`src/rtl/cosinos_pkg.sv`:
```
// Shared types and constants for the cosinos Taylor-series cosine unit.
package cosinos_pkg;

  typedef enum logic [2:0] {
    S_IDLE,
    S_ARMED,
    S_LOAD,
    S_MUL,
    S_SCALE,
    S_FINISH
  } state_t;

  localparam int X_W    = 10;
  localparam int Y_W    = 8;
  localparam int INT_W  = 24;
  localparam int X2_W   = 20;
  localparam int FRAC_W = 16;

  // 1/((2n-1)(2n)) in unsigned Q0.16, indexed by term number n (1..8)
  localparam logic [15:0] RECIP [16] = '{
    16'd0,    16'd32768, 16'd5461, 16'd2185, 16'd1170, 16'd728, 16'd496, 16'd360,
    16'd273,  16'd0,     16'd0,    16'd0,    16'd0,    16'd0,   16'd0,   16'd0
  };

endpackage

```
`src/rtl/cosinos_datapath.sv`:
```
// Term/sum recurrence for the cosine series: x^2 multiply, reciprocal scale,
// threshold compare. Controlled by load/mul/scale strobes from the FSM.
module cosinos_datapath
  import cosinos_pkg::*;
#(
  parameter int MAX_TERMS = 8
) (
  input  logic                     clk,
  input  logic                     rst,
  input  logic                     load,
  input  logic                     mul_en,
  input  logic                     scale_en,
  input  logic [X_W-1:0]           x,
  input  logic [Y_W-1:0]           y,
  output logic                     stop,
  output logic                     last,
  output logic signed [INT_W-1:0]  sum
);

  logic [Y_W-1:0]                  y_r;
  logic [X2_W-1:0]                 x2;
  logic signed [INT_W-1:0]         term;
  logic signed [INT_W-1:0]         p;
  logic [3:0]                      n;
  logic signed [INT_W+X2_W:0]      prod_mul;
  logic signed [INT_W+FRAC_W:0]    prod_scale;
  logic signed [INT_W-1:0]         t_pos;
  logic signed [INT_W-1:0]         t;
  logic [INT_W-1:0]                t_mag;
  logic [INT_W-1:0]                thr;
  logic                            unused_bits;

  always_comb begin
    prod_mul   = (INT_W+X2_W+1)'(term) * (INT_W+X2_W+1)'($signed({1'b0, x2}));
    prod_scale = (INT_W+FRAC_W+1)'(p) * (INT_W+FRAC_W+1)'($signed({1'b0, RECIP[n]}));
    // bits [39:16] are the floor of the >>>16 shift, truncated to 24 bits
    t_pos      = prod_scale[INT_W+FRAC_W-1:FRAC_W];
    t          = -t_pos;
    t_mag      = t[INT_W-1] ? -t : t;
    thr        = {{(INT_W-Y_W-8){1'b0}}, y_r, 8'd0};
    stop       = (t_mag < thr);
    last       = (n == 4'(MAX_TERMS));
  end

  assign unused_bits = ^{prod_mul[INT_W+X2_W:INT_W+FRAC_W], prod_mul[FRAC_W-1:0],
                         prod_scale[INT_W+FRAC_W], prod_scale[FRAC_W-1:0]};

  always_ff @(posedge clk) begin
    if (rst) begin
      y_r  <= '0;
      x2   <= '0;
      term <= '0;
      sum  <= '0;
      p    <= '0;
      n    <= '0;
    end else if (load) begin
      y_r  <= y;
      x2   <= X2_W'(x) * X2_W'(x);
      term <= 24'sh010000;
      sum  <= 24'sh010000;
      n    <= 4'd1;
    end else if (mul_en) begin
      p    <= prod_mul[INT_W+FRAC_W-1:FRAC_W];
    end else if (scale_en && !stop) begin
      sum  <= sum + t;
      term <= t;
      if (!last) n <= n + 4'd1;
    end
  end

endmodule

```
`src/rtl/cosinos_core.sv`:
```
// Start/done cosine accelerator: FSM around cosinos_datapath.
// Optional macro COSINOS_SAT_EN saturates the Q2.8 result instead of wrapping.
module cosinos_core
  import cosinos_pkg::*;
#(
  parameter int MAX_TERMS = 8
) (
  input  logic            clk,
  input  logic            rst,
  input  logic            start,
  input  logic [X_W-1:0]  x,
  input  logic [Y_W-1:0]  y,
  output logic [1:0]      intpart,
  output logic [7:0]      fracpart,
  output logic            done
);

  state_t                  state;
  logic                    load;
  logic                    mul_en;
  logic                    scale_en;
  logic                    stop;
  logic                    last;
  logic signed [INT_W-1:0] sum;

  function automatic logic [9:0] reduce_q28(input logic signed [15:0] sh);
`ifdef COSINOS_SAT_EN
    if (sh > 16'sd511)       return 10'h1FF;
    else if (sh < -16'sd512) return 10'h200;
    else                     return sh[9:0];
`else
    logic unused_hi;
    unused_hi = ^sh[15:10];
    return sh[9:0];
`endif
  endfunction

  assign load     = (state == S_LOAD);
  assign mul_en   = (state == S_MUL);
  assign scale_en = (state == S_SCALE);

  cosinos_datapath #(.MAX_TERMS(MAX_TERMS)) u_dp (
    .clk      (clk),
    .rst      (rst),
    .load     (load),
    .mul_en   (mul_en),
    .scale_en (scale_en),
    .x        (x),
    .y        (y),
    .stop     (stop),
    .last     (last),
    .sum      (sum)
  );

  always_ff @(posedge clk) begin
    if (rst) begin
      state    <= S_IDLE;
      intpart  <= '0;
      fracpart <= '0;
      done     <= 1'b0;
    end else begin
      case (state)
        S_IDLE:   if (start) state <= S_ARMED;
        S_ARMED:  if (!start) state <= S_LOAD;
        S_LOAD: begin
          done  <= 1'b0;
          state <= S_MUL;
        end
        S_MUL:    state <= S_SCALE;
        S_SCALE:  state <= (stop || last) ? S_FINISH : S_MUL;
        S_FINISH: begin
          {intpart, fracpart} <= reduce_q28(16'(sum >>> 8));
          done  <= 1'b1;
          state <= S_IDLE;
        end
        default:  state <= S_IDLE;
      endcase
    end
  end

endmodule

```
`config.mk`:
```
export PLATFORM = sky130hd
export DESIGN_NAME = cosinos_core
export DESIGN_NICKNAME = d
export VERILOG_FILES = /design/src/rtl/cosinos_pkg.sv /design/src/rtl/cosinos_datapath.sv /design/src/rtl/cosinos_core.sv
export SDC_FILE = /design/constraint.sdc
export NUM_CORES = 2
export LEC_CHECK = 0
export CAP_MARGIN = 5
export CORE_MARGIN = 10
export CORE_UTILIZATION = 40
export DETAILED_ROUTE_END_ITERATION = 10
export SETUP_SLACK_MARGIN = 0.5
export SYNTH_ARGS = -nofsm -noshare
export SYNTH_HDL_FRONTEND = slang
export SYNTH_SLANG_ARGS = --single-unit
```
`constraint.sdc`:
```
create_clock -name clk -period 10.32 [get_ports clk]
set_input_delay 1.032 -clock clk [delete_from_list [all_inputs] [get_ports clk]]
set_output_delay 1.032 -clock clk [all_outputs]
set_load 0.01 [all_outputs]
```
==> metrics.md <==
| Metric | Value |
|---|---|
| Crit path max fanout | 7 |
| Htree depth | 3 |
| Worst path slowest cell | or4b_4 |
| Fin crit share | 105% |
| Final Instance Area | 42200 µm² |
| RD Place Congestion | 0.891 |
| Crit path top cell by count | fa_1 |
| Total CTS buffers | 9 |
| Mapped Area | 36500 µm² |
| WP data arrival | 11.11 ns |
| Power Density | 37.5 nW/µm² |
| Pwr Total | 0.00158 W |
| Die Span Y | 322 µm |
| Fmax | 92.3 MHz |
| Core area | 90300 µm² |
| Via count | 28200 |
| Worst Hold Class | flop to flop |
| Reg-to-reg startpoint | u_dp.n[1]$_SDFFE_PP0P_ |
| Final number of setup-violating endpoints | 48 |
| Initial DRC count | 1703 |
| Pin count of the biggest net entering global routing | 66 |
| Worst clock skew | 0.0243 ns |
| Setup TNS | -22.43 ns |
| Number of port buffers | 31 |
| Final wirelength | 96300 µm |
| Grt total ovfl | 0 |
| Initial DRT Pass Iterations | 7 |
| Ys Warns | 0 |
| Final WS setup | -0.517 ns |
| Vias in the first global route | 29700 |
| Status | finished, violations left |
| Final #Nets | 5591 |
| Clock sink count | 111 |
| First-pass GRT wire length | 160000 µm |
| Relative slew slack | 23.1% |
| Final ANT Viol Nets | 0 |
| CP peak stage delay | 0.66 ns |
| DIE WIDTH | 322 µm |
| Unrepaired setup endpoints after global routing | true |
| Clk slew on worst S/H paths | 0.11 ns |
| # DRC | 0 |
| Synth-to-Final Area Change | 15.6% |
| Filler cells | 8738 |
| Dpl cell area | 40800 µm² |
| Post-synthesis register bit count | 111 |
| Top-level I/O count | 32 |
| Via density | 5.01 |
| Seq/Total Area, Yosys | 6.09% |
| Crit. End Element | flop |
| Post-synthesis instance total | 4173 |
| Worst hold start | u_dp.y_r[6]$_SDFFE_PP0P_ |
| Worst path required time | 10.59 ns |
| Maximum buffer depth of the clock tree | 2 |
| CTS tree | yes |
| Final Core Density | 46.7% |
| Number of synthesized flops with an enable pin | 0 |
| P_leak | 20.7 nW |
| Rows | 110 |
| Worst skew pair latency | 0.41 ns |
| Total GRT Usage | 19.3% |
| Die area | 104000 µm² |
| Asr flop ratio synth | 0% |
| WS Path Type | flop to flop |
| Worst slew pin tran | 1.15 ns |
| VDD IR max | 0.113 mV |
| Worst setup SP type | flop |
| Number of max-cap violations | 0 |
| Hold_buf cts | 0 |
| Clock Tree Root | clkbuf_16 |
| Diodes inserted | 0 |
| Initial core utilization | 40.4% |
| Max Slew Vio Count | 0 |
| Syn_area_per_cell | 8.75 µm² |
| Hold Fails Final Rpt | 0 |
| WL/cell | 17.1 µm |
| Initial antenna violation count | 2 |
| Min cycle time layout | 10.84 ns |
| Detailed placement HPWL | 80800 µm |
| Synth cell types | 72 |
| CP Launch Point | u_dp.n[1]$_SDFFE_PP0P_ |
| Share of cells above drive strength 1 | 13.8% |
| Synthesized Nets | 5315 |
| Failing checks | negative setup slack |
| Main synth FF type | dfxtp_1 |
-- final cells by class --
cell class / count / area, µm² / share of cell area (%)
clock inverter: 7 / 85.1 / 0.202
timing repair buffer: 460 / 3940 / 9.33
multi-input combinational: 2963 / 30800 / 73.1
sequential: 111 / 2230 / 5.29
tap: 1176 / 1470 / 3.49
inverter: 904 / 3400 / 8.06
clock buffer: 9 / 225 / 0.534
-- state kept, by name, indices dropped and copies added (netlist names) --
register and cells:
fracpart 8, done 1, u_dp.term 24, u_dp.y_r 8, u_dp.n 4, u_dp.sum 18, u_dp.p 24, u_dp.x2 19
intpart 2, state 3
-- worst paths after layout --
kind	endpoint	slack, ns	depth (start not counted)
min	u_dp.y_r[6]$_SDFFE_PP0P_	0.46	2
max	u_dp.sum[4]$_SDFFE_PP0P_	-0.52	37
min reg2reg	u_dp.y_r[6]$_SDFFE_PP0P_	0.46	2
max reg2reg	u_dp.sum[4]$_SDFFE_PP0P_	-0.52	37
-- cells in the mapped netlist (10+ instances only) --
cell	n	area share (%)
a211oi_1	25	0.51
a21o_1	27	0.56
a21oi_1	177	2.4
a31oi_1	12	0.21
and2_1	374	6.4
and3_1	13	0.22
clkbuf_1	181	1.9
dfxtp_1	111	6.1
fa_1	790	43
ha_1	331	11
inv_1	904	9.3
mux2i_1	15	0.41
nand2_1	571	5.9
nand3_1	49	0.67
nand4_1	21	0.36
nor2_1	89	0.92
nor2b_1	14	0.24
nor3_1	35	0.48
nor4_1	11	0.19
o211ai_1	12	0.25
o21a_1	14	0.29
o21ai_0	95	1.3
o21bai_1	22	0.45
or3_1	12	0.21
or4_1	10	0.21
xnor2_1	95	2.3
xor2_1	34	0.82
-- cells in the final DEF (no fill, tap or decap), types with 21 or more instances in the layout --
cell type / instances
inv_1: 896
fa_1: 781
nand2_1: 559
buf_4: 391
and2_1: 369
ha_1: 315
a21oi_1: 160
dfxtp_1: 107
xnor2_1: 94
nor2_1: 85
o21ai_0: 72
xor2_1: 33
clkdlybuf4s50_1: 30
nor3_1: 29
a21o_1: 27
nand3_1: 27
o21ai_1: 24
nand3_2: 24
o21bai_1: 22
nand4_1: 21
-- layer usage --
metal  global-route usage, %  vias to the layer above  part of all wire, %
met1                    26.8                    14300                   46
met5                       0                        -                    0
met4                    4.25                        0                  2.1
met2                    32.1                      609                   48
met3                    1.94                       86                  4.5
li1                        -                    13200                    -
-- power by group --
group	internal (W)	switching [W]
Sequential	0.000439	0.0000559
Combinational	0.000318	0.000363
Clock	0.000176	0.000229
Total	0.000933	0.000649
-- worst max-delay path, delay by kind of cell, from the launching register on --
| family | cells | cell delay [ns] |
|---|---|---|
| flops | 1 | 0.40 |
| simple gates | 11 | 3.52 |
| xor+xnor | 1 | 0.17 |
| compound gates | 8 | 1.64 |
| fa+ha+maj | 9 | 3.81 |
| buf+inv | 8 | 1.11 |
-- kinds of logic (layout without fill, tap and decap cells) --
logic type,Yosys count,count (layout),synth area share [%]
compound gates,442,442,7.33
xor+xnor,129,129,3.09
fa+ha+maj,1121,1121,54.7
buf+inv,1099,1380,11.4
flops,111,111,6.09
mux,18,18,0.504
other cells,1,1,0.0103
simple gates,1252,1252,17.0
-- per-stage QoR --
stage | cells | worst slack [ns] | hold slack, ns
2_1_floorplan | 4173 | -0.293 | 0.436
3_3_place_gp | 5561 | -0.632 | 0.437
3_5_place_dp | 5561 | -0.666 | 0.449
4_1_cts | 5621 | -0.335 | 0.462
5_1_grt | 5630 | -0.796 | 0.482
6_report | 5630 | -0.517 | 0.461
-- what timing repair did --
| item | in CTS | in global routing |
|---|---|---|
| endpoints found under the setup margin | 48 | 48 |
| pin swaps | 22 | 41 |
| gates resized for setup | 81 | 52 |
| buffers inserted | 37 | 8 |
| gates cloned | 7 | 1 |
Note: power is estimated with default switching activity, not from simulation.
